--- config.mk ---
export PLATFORM = sky130hd
export DESIGN_NAME = scope_trigger_capture_flat
export DESIGN_NICKNAME = d
export VERILOG_FILES = /design/src/rtl/scope_pkg.sv /design/src/rtl/scope_trigger_capture_if.sv /design/src/rtl/scope_sample_ram.sv /design/src/rtl/scope_trigger_capture.sv /design/src/flat_wrapper.sv
export SDC_FILE = /design/constraint.sdc
export NUM_CORES = 2
export LEC_CHECK = 0
export BUFFER_PORTS_ARGS = -buffer_cell sky130_fd_sc_hd__buf_2
export CORE_MARGIN = 4
export CORE_UTILIZATION = 54
export CTS_CLUSTER_DIAMETER = 80
export DETAILED_ROUTE_END_ITERATION = 7
export PLACE_DENSITY = 0.7
export SLEW_MARGIN = 20
export SYNTH_ARGS = -nofsm -noshare
export SYNTH_HDL_FRONTEND = slang
export SYNTH_SLANG_ARGS = --single-unit
--- constraint.sdc ---
create_clock -name clock -period 4.1 [get_ports clock]
set_input_delay 0.615 -clock clock [delete_from_list [all_inputs] [get_ports clock]]
set_output_delay 0.615 -clock clock [all_outputs]
set_load 0.01 [all_outputs]
--- src/rtl/scope_pkg.sv ---
// Shared types and constants for the oscilloscope trigger/capture block.
//   scope_state_t : acquisition state machine encoding
//   SCOPE_DW      : default sample width
//   SCOPE_AW      : default capture buffer address width
//   sample_t      : one ADC sample word at the default width
package scope_pkg;

  localparam int SCOPE_DW = 12;
  localparam int SCOPE_AW = 8;

  typedef logic [SCOPE_DW-1:0] sample_t;

  typedef enum logic [2:0] {
    IDLE,
    PREFILL,
    WAIT_TRIG,
    POST,
    DONE
  } scope_state_t;

endpackage

--- src/rtl/scope_trigger_capture_if.sv ---
// Sample-stream and readout bus between the ADC/display side and the
// trigger/capture block.
//   sample_data  : ADC sample, valid only while sample_valid=1
//   sample_valid : one-cycle strobe per new sample
//   rd_addr      : logical read index, 0 = oldest sample of the window
//   rd_data      : registered read data, one cycle after rd_addr
// master = ADC/display side, slave = capture block.
interface scope_trigger_capture_if
  import scope_pkg::*;
#(
  parameter int DW = SCOPE_DW,
  parameter int AW = SCOPE_AW
);

  logic [DW-1:0] sample_data;
  logic          sample_valid;
  logic [AW-1:0] rd_addr;
  logic [DW-1:0] rd_data;

  modport master (
    output sample_data,
    output sample_valid,
    output rd_addr,
    input  rd_data
  );

  modport slave (
    input  sample_data,
    input  sample_valid,
    input  rd_addr,
    output rd_data
  );

endinterface

--- src/rtl/scope_sample_ram.sv ---
// Simple dual-port synchronous RAM holding the capture window.
//   clock   : system clock
//   reset   : asynchronous active-low reset (read register only)
//   we      : write enable
//   wr_addr : physical write address
//   wr_data : sample to store
//   rd_addr : physical read address
//   rd_data : registered read data; a same-cycle write returns the old word
module scope_sample_ram #(
  parameter int DW = 12,
  parameter int AW = 8
) (
  input  logic          clock,
  input  logic          reset,
  input  logic          we,
  input  logic [AW-1:0] wr_addr,
  input  logic [DW-1:0] wr_data,
  input  logic [AW-1:0] rd_addr,
  output logic [DW-1:0] rd_data
);

  logic [DW-1:0] mem [2**AW];

  // NOTE: the array has no reset so it maps onto block RAM; only the
  // output register is reset.
  always_ff @(posedge clock) begin
    if (we) mem[wr_addr] <= wr_data;
  end

  always_ff @(posedge clock or negedge reset) begin
    if (!reset) rd_data <= '0;
    else        rd_data <= mem[rd_addr];
  end

endmodule

--- src/rtl/scope_trigger_capture.sv ---
// Oscilloscope trigger and acquisition. After arm the block records samples
// into a circular buffer, waits for a level crossing (or a forced trigger),
// then freezes a window of DEPTH samples with PRETRIG samples before the
// trigger sample. The readout side reads the frozen window by logical index.
//   clock         : system clock
//   reset         : asynchronous active-low reset
//   bus           : sample stream in, logical read port (slave side)
//   trig_level    : unsigned trigger threshold
//   trig_edge     : 0 = rising, 1 = falling
//   arm           : one-cycle pulse, starts/restarts an acquisition
//   force_trig    : one-cycle pulse, forces a trigger ("force" is a keyword)
//   armed         : high in PREFILL or WAIT_TRIG
//   triggered     : high in POST
//   done          : high in DONE, window frozen
//   capture_count : completed captures, wraps at 16 bits
module scope_trigger_capture
  import scope_pkg::*;
#(
  parameter int DW      = SCOPE_DW,
  parameter int AW      = SCOPE_AW,
  parameter int DEPTH   = 2**AW,
  parameter int PRETRIG = 64
) (
  input  logic                    clock,
  input  logic                    reset,
  scope_trigger_capture_if.slave  bus,
  input  logic [DW-1:0]           trig_level,
  input  logic                    trig_edge,
  input  logic                    arm,
  input  logic                    force_trig,
  output logic                    armed,
  output logic                    triggered,
  output logic                    done,
  output logic [15:0]             capture_count
);

  localparam logic [AW:0]   PRE_CNT  = (AW+1)'(PRETRIG);
  localparam logic [AW:0]   POST_CNT = (AW+1)'(DEPTH - PRETRIG);
  localparam logic [AW-1:0] PRE_OFS  = AW'(PRETRIG);
  // With no pre-trigger history there is nothing to prefill.
  localparam scope_state_t  ARM_STATE = (PRETRIG == 0) ? WAIT_TRIG : PREFILL;

  scope_state_t  state;
  logic [AW-1:0] wr_ptr;
  logic [AW-1:0] trig_ptr;
  logic [AW:0]   cnt;
  logic [DW-1:0] prev;
  logic          prev_valid;
  logic          force_pend;

  logic          recording;
  logic          accept;
  logic          crossing;
  logic          trig_hit;
  logic [AW:0]   cnt_inc;
  logic [AW-1:0] start_ptr;
  logic [AW-1:0] rd_phys;
  logic [DW-1:0] ram_rd_data;

  assign recording = (state == PREFILL) || (state == WAIT_TRIG) || (state == POST);
  // A sample arriving together with arm belongs to neither capture.
  assign accept    = bus.sample_valid && !arm && recording;

  assign crossing = prev_valid &&
                    (trig_edge ? ((prev > trig_level) && (bus.sample_data <= trig_level))
                               : ((prev < trig_level) && (bus.sample_data >= trig_level)));

  assign trig_hit = (state == WAIT_TRIG) && accept && (force_pend || crossing);
  assign cnt_inc  = cnt + 1'b1;

  // Logical index 0 is PRETRIG samples before the trigger; AW-bit adds wrap.
  assign start_ptr = trig_ptr - PRE_OFS;
  assign rd_phys   = start_ptr + bus.rd_addr;

  always_ff @(posedge clock or negedge reset) begin
    if (!reset) begin
      state         <= IDLE;
      wr_ptr        <= '0;
      trig_ptr      <= '0;
      cnt           <= '0;
      prev          <= '0;
      prev_valid    <= 1'b0;
      force_pend    <= 1'b0;
      armed         <= 1'b0;
      triggered     <= 1'b0;
      done          <= 1'b0;
      capture_count <= '0;
    end else if (arm) begin
      // Arm wins over everything, including a simultaneous force.
      state      <= ARM_STATE;
      cnt        <= '0;
      prev_valid <= 1'b0;
      force_pend <= 1'b0;
      armed      <= 1'b1;
      triggered  <= 1'b0;
      done       <= 1'b0;
    end else begin
      // NOTE: every state register uses <= so all of them see this cycle's
      // values; later assignments in this block override earlier ones.
      if (force_trig && ((state == PREFILL) || (state == WAIT_TRIG))) force_pend <= 1'b1;

      if (accept) begin
        wr_ptr     <= wr_ptr + 1'b1;
        prev       <= bus.sample_data;
        prev_valid <= 1'b1;
      end

      case (state)
        PREFILL: begin
          if (accept) begin
            cnt <= cnt_inc;
            if (cnt_inc == PRE_CNT) state <= WAIT_TRIG;
          end
        end

        WAIT_TRIG: begin
          if (trig_hit) begin
            trig_ptr   <= wr_ptr;
            cnt        <= (AW+1)'(1);
            force_pend <= 1'b0;
            armed      <= 1'b0;
            if (POST_CNT == (AW+1)'(1)) begin
              // The trigger sample alone completes the window.
              state         <= DONE;
              done          <= 1'b1;
              capture_count <= capture_count + 16'd1;
            end else begin
              state     <= POST;
              triggered <= 1'b1;
            end
          end
        end

        POST: begin
          if (accept) begin
            cnt <= cnt_inc;
            if (cnt_inc == POST_CNT) begin
              state         <= DONE;
              triggered     <= 1'b0;
              done          <= 1'b1;
              capture_count <= capture_count + 16'd1;
            end
          end
        end

        default: ;
      endcase
    end
  end

  scope_sample_ram #(
    .DW (DW),
    .AW (AW)
  ) u_ram (
    .clock   (clock),
    .reset   (reset),
    .we      (accept),
    .wr_addr (wr_ptr),
    .wr_data (bus.sample_data),
    .rd_addr (rd_phys),
    .rd_data (ram_rd_data)
  );

  assign bus.rd_data = ram_rd_data;

endmodule
--- src/flat_wrapper.sv ---
// flat-port wrapper written by rule: the top's interface ports become plain ports
module scope_trigger_capture_flat import scope_pkg::*;
#(
  parameter int DW      = SCOPE_DW,
  parameter int AW      = SCOPE_AW,
  parameter int DEPTH   = 2**AW,
  parameter int PRETRIG = 64
)
  (clock, reset, trig_level, trig_edge, arm, force_trig, armed, triggered, done, capture_count, bus_sample_data, bus_sample_valid, bus_rd_addr, bus_rd_data);
  scope_trigger_capture_if #(.DW(DW), .AW(AW)) bus_i ();
  input  logic clock;
  input  logic reset;
  input  logic [DW-1:0] trig_level;
  input  logic trig_edge;
  input  logic arm;
  input  logic force_trig;
  output logic armed;
  output logic triggered;
  output logic done;
  output logic [15:0] capture_count;
  input wire logic [$bits(bus_i.sample_data)-1:0] bus_sample_data;
  input wire logic [$bits(bus_i.sample_valid)-1:0] bus_sample_valid;
  input wire logic [$bits(bus_i.rd_addr)-1:0] bus_rd_addr;
  output wire logic [$bits(bus_i.rd_data)-1:0] bus_rd_data;
  assign bus_i.sample_data = bus_sample_data;
  assign bus_i.sample_valid = bus_sample_valid;
  assign bus_i.rd_addr = bus_rd_addr;
  assign bus_rd_data = bus_i.rd_data;
  scope_trigger_capture #(.DW(DW), .AW(AW), .DEPTH(DEPTH), .PRETRIG(PRETRIG)) u_core (.clock(clock), .reset(reset), .bus(bus_i), .trig_level(trig_level), .trig_edge(trig_edge), .arm(arm), .force_trig(force_trig), .armed(armed), .triggered(triggered), .done(done), .capture_count(capture_count));
endmodule
* After elaboration in Yosys (flattened, before gate mapping)
Memory sizes are Yosys's and may differ from the RTL's. A register that Yosys moved wholly into a read port is not among the register bits. Cells that the tools add are included.
Cells by class: add/subtract/negate cells 5, order comparisons 4, equal/unequal tests 11, mux-type cells 32, bitwise operators 1, reduce and logical (&&, ||, !) cells 30
Operators with widths (count):
- 2-to-1 mux 9 bit | 3
- 2-to-1 mux 1 bit | 20
- 2-to-1 mux 3 bit | 6
- one-hot mux 9 bit (2 select lines) | 1
- adder 16 x 1 -> 16 bit, second input constant | 1
- >= comparator 12 bit | 1
- greater-than comparator 12 bit | 1
- less-or-equal comparator 12 bit | 1
- less-than comparator 12 bit | 1
- nonzero test 2 bit | 5
- adder 9 x 1 -> 9 bit, second input constant | 1
- equality test 9 x 7 -> 1 bit, second input constant | 1
- equality test 9 x 8 -> 1 bit, second input constant | 1
- != test 3 x 2 -> 1 bit, second input constant | 3
- one-hot mux 3 bit (3 select lines) | 1
- AND reduction 3 bit | 3
- adder 8 x 1 -> 8 bit, second input constant | 1
- adder 8 bit | 1
- logical AND 1 bit | 8
- AND reduction 4 bit | 2
- subtractor 8 x 7 -> 8 bit, second input constant | 1
- equality test 3 x 2 -> 1 bit, second input constant | 2
- != test 3 bit, second input constant | 2
- AND reduction 6 bit | 1
- other kinds (10) | 15
Word-level totals: register bits after elaboration 61, memory bits (writable) 3072, output and inout port bits 31, word-level logic and storage cells 95, memories 1
Memories:
- u_core.u_ram.mem | words 256, width 12, read ports 1, clocked after memory_dff 1, write ports 1, line scope_sample_ram.sv:22 | logic [DW-1:0] mem [2**AW];

* Logic depth before layout (Yosys ltp)
word-level depth 9, mapped depth 15

* Modules after synthesis
Synthesis repeated with hierarchy kept, for this count alone.
Unflattened totals: cell total of the unflattened synthesis 5800, area, all modules 122364.9 um^2
Modules (own cells, without submodules):
- scope_sample_ram | instances 1, cells an instance 5441, area each 118657.6 um^2
- scope_trigger_capture | instances 1, cells an instance 359, area each 3707.3 um^2

* Least setup slack after synthesis
OpenSTA, ideal clock, no wires.
path kind input port to flip-flop, from in bus_rd_addr[1], to reg u_core.u_ram.rd_data[0] (read register of u_core.u_ram.mem), arrival time 3.424 ns, setup slack 0.536 ns, cell stages on the path 12, path buffers 3, path through ha_1 > ha_1 > inv_1 > fa_1 > clkbuf_1 > clkbuf_1 > clkbuf_1 > mux4_2 > o21ai_1 > nor3_1 > a221oi_1 > o211ai_1
Between the ends: cells in the longest elaborated chain, start to end 1
Ends and longest elaborated chain:
- start, declared | line flat_wrapper.sv:23 | input wire logic [$bits(bus_i.rd_addr)-1:0] bus_rd_addr;
- adder 8 bit | line scope_trigger_capture.sv:73 | assign rd_phys = start_ptr + bus.rd_addr;
- end, declared | line scope_sample_ram.sv:19 | output logic [DW-1:0] rd_data
Every way passes these cells. A chain may end at the register's enable or synchronous reset.

* Final worst setup path
from reg u_core.trig_ptr[1], to reg u_core.u_ram.rd_data[1] (read register of u_core.u_ram.mem)
Between the ends: cells in the longest elaborated chain, start to end 2
Ends and longest elaborated chain:
- start, declared | line scope_trigger_capture.sv:45 | logic [AW-1:0] trig_ptr;
- start signal, assigned | line scope_trigger_capture.sv:118 | trig_ptr <= wr_ptr;
- subtractor 8 x 7 -> 8 bit | line scope_trigger_capture.sv:72 | assign start_ptr = trig_ptr - PRE_OFS;
- adder 8 bit | line scope_trigger_capture.sv:73
Every way passes these cells.

==> results.yml <==
routing:
  vias: 63420
  number_of_nets_with_antenna_violations_after_routing: 0
  drt-pass1-iter-count: 6
  detail_route.vias_per_cell: 6.511
  drc_errors: 0
  first_iter_violations: 9242
  route.final.wire_length_mm: 326.1
  post_drt_wl_per_cell_um: 33.49
synthesis:
  synth_async_sr_flop_share_pct: 2.321
  synth.net_count: 5827
  ys_seq_area_share_pct: 76.84
  synth.lib_cells_used.distinct: 71
  netlist_instances: 5744
  number_of_enable_flip_flop_cells_after_synthesis: 3072
  post_synthesis_instance_area_um2: 122400
  syn-mean-instance-area_um2: 21.31
  number_of_storage_elements_in_the_synthesis_netlist: 3145
  synthesis.yosys.warnings: 0
  synthFlopType: "edfxtp_1"
floorplanning:
  core.rowCount: 174
  core_area_um2: 225100
  die_h_um: 484.1
  top_level_ports: 69
  initial_core_util_pct: 54.38
  die_outline_area_um2: 234400
  die_w_um: 484.1
timing:
  hold_violations: 0
  tightest_slew_ps: 1281
  setup_total_negative_slack_ps: 0
  worst_clock_skew_ps: 70.98
  maxSlewViolCount: 0
  max_freq_mhz: 249.6
  final_min_period_over_clock_period_pct: 97.70
  setup-violations-final: 0
  final.min_clock_period_ps: 4006
  setup_slack_ps: 94.19
  slew_headroom_pct: 14.63
  grt_setup_unrepaired: "no"
finish:
  synthToLayoutAreaGrowth_pct: 15.68
  final_layout_size_suffix_gt1_share_pct: 31.01
  commonest_cells_after_routing_fill_and_taps_aside: "edfxtp_1 (3072), mux4_2 (835), buf_4 (581)"
  finish.cell_count_without_fillers: 9740
  most_common_cell_after_layout_fill_and_taps_aside: "edfxtp_1"
  multi_input_area_um2: 26720
  design.final.nets: 6586
  fillerInstances: 14900
  sequential_cell_area_um2: 94080
  fin_util_pct: 62.91
clocking:
  clk_transition_reported_paths_ps: 60
  cts_tree: "done"
  clkSinkCount: 3145
  tritoncts.num_buffers: 329
  cts-root-to-sink-buffers: 4
  htree_num_levels: 5
  ctsRootBufferMaster: "clkbuf_16"
  post_cts.repair.setup_buffers: 0
  clkLatencyLatePin_ps: 970
place:
  place.port_buffers: 68
  final_gp_congestion: 0.9210
  place.detailed.instances: 9160
  post_dp_hpwl_mm: 207.9
  pre_cts_slack_ps: -159.2
global_route:
  gr-usage-all-layers_pct: 27.96
  antenna_found_initial: 16
  grt_start_max_net_pins: 195
  first_pass_grt_wire_length_mm: 467.9
  first_global_vias: 63110
  grt_overflow_total: 0
power_and_ir_drop:
  fin_total_pwr_mw: 68.75
  powerDensity_nw_per_um2: 485.5
  ir_worst_vdd_uv: 583.6
  total_leakage_power_nw: 46.19
setup_path:
  startpoint_type_of_the_worst_setup_path: "flip-flop"
  path_class: "flip-flop to flip-flop"
  worst-endpoint-required_ps: 4920
  cp.arrival_ps: 4830
  critPathCaptureType: "flip-flop"
  critical_path.max_fanout: 19
job:
  max_cap_violations: 0
status:
  outcome: "completed"
min_path:
  hold_class: "primary input to flip-flop"
-- cells in the mapped netlist, types with 23 or more instances --
| cell type | number | area, um^2 |
|---|---|---|
| buf_2 | 78 | 390.4 |
| edfxtp_1 | 3072 | 92250 |
| dfrtp_1 | 73 | 1827 |
| a31oi_1 | 34 | 212.7 |
| a32oi_1 | 35 | 306.5 |
| mux2i_1 | 61 | 610.6 |
| a21oi_1 | 32 | 160.2 |
| clkbuf_1 | 118 | 442.9 |
| nand3_1 | 167 | 835.8 |
| nand4_1 | 39 | 244.0 |
| nand2_1 | 472 | 1772 |
| buf_6 | 23 | 259.0 |
| ha_1 | 44 | 550.5 |
| mux4_2 | 835 | 18810 |
| inv_1 | 30 | 112.6 |
| buf_1 | 31 | 116.4 |
| buf_4 | 63 | 473.0 |
| nor2_1 | 297 | 1115 |
-- logic make-up (layout without fill, tap and decap cells) --
| group | Yosys count | count (layout) | synth area share, % |
|---|---|---|---|
| multiplexers | 916 | 916 | 16.04 |
| other | 0 | 5 | 0 |
| buffers and inverters | 344 | 1343 | 1.478 |
| AO/OA/AOI/OAI | 221 | 221 | 1.328 |
| adder cells (fa/ha/maj) | 45 | 45 | 0.4661 |
| AND/OR/NAND/NOR | 1039 | 1039 | 3.590 |
| flip-flops | 3145 | 3145 | 76.84 |
| XOR/XNOR | 34 | 34 | 0.2494 |
-- final cells by class --
class                           instances  area share [%]
Sequential cell                      3145           66.43
Multi-Input combinational cell       2255           18.87
Clock buffer                          390           6.034
Timing Repair Buffer                  742           4.702
Tap cell                             2992           2.643
Clock inverter                        181           1.235
Inverter                               30         0.07952
Antenna cell                            5        0.008835
-- stage by stage --
stage | instance area (um^2) | hold WS (ps)
3_3_place_gp | 131300 | 449.8
5_1_grt | 141600 | 2.021
4_1_cts | 141600 | 2.637
2_1_floorplan | 122400 | 319.4
6_report | 141600 | 32.21
3_5_place_dp | 131300 | 459.1
-- timing repair --
action                                  in CTS  in global routing
hold buffers                                 4                  0
endpoints found under the setup margin       0                  2
resized for setup                            0                  3
hold endpoints to repair                    67                  0
-- worst paths after layout --
kind	startpoint	end	slack, ps	cells after the start
max in group asynchronous	reset	u_core.u_ram.rd_data[1]	2950	3
worst min register to register	u_core.capture_count[15]	u_core.capture_count[15]	460	1
worst max-delay path	u_core.trig_ptr[1]	u_core.u_ram.rd_data[1]	90	13
min in group asynchronous	reset	u_core.trig_ptr[1]	260	2
worst max register to register	u_core.trig_ptr[1]	u_core.u_ram.rd_data[1]	90	13
worst min-delay path	bus_sample_data[7]	u_core.u_ram.mem[189][7]	30	1
-- registers in the layout (all words and copies together) (netlist names), 3 cells and up --
| name | cells |
|---|---|
| u_core.u_ram.mem | 3072 |
| u_core.cnt | 9 |
| u_core.trig_ptr | 8 |
| u_core.prev | 12 |
| u_core.u_ram.rd_data | 12 |
| u_core.wr_ptr | 8 |
| u_core.state | 3 |
| u_core.capture_count | 16 |
-- report_power, final --
group          internal [mW]  switching [mW]  leakage (nW)  total (mW)
clock network           16.8            12.0          5.03        28.8
registers               35.5           0.166          28.5        35.6
logic                   1.54            2.79          12.6        4.32
total                   53.8            14.9          46.2        68.8
-- metal layers --
metal | vias to the layer above | track usage, % | share of wire (%)
li1 | 25310 | - | -
met1 | 33280 | 39.00 | 37
met2 | 4026 | 42.98 | 47
met3 | 791 | 6.523 | 11
met4 | 10 | 12.10 | 5.2
met5 | - | 0 | 0.024
-- critical path, stage by stage (launching register included) --
cell	delay, ps
dfrtp_1	420
ha_1	330
ha_4	140
inv_1	60
fa_4	500
buf_4	180
xor2_4	200
buf_12	280
buf_12	180
mux4_2	510
a22oi_1	180
buf_4	160
nand3_1	340
and4_1	370
Power figures use the tool's default switching activity.
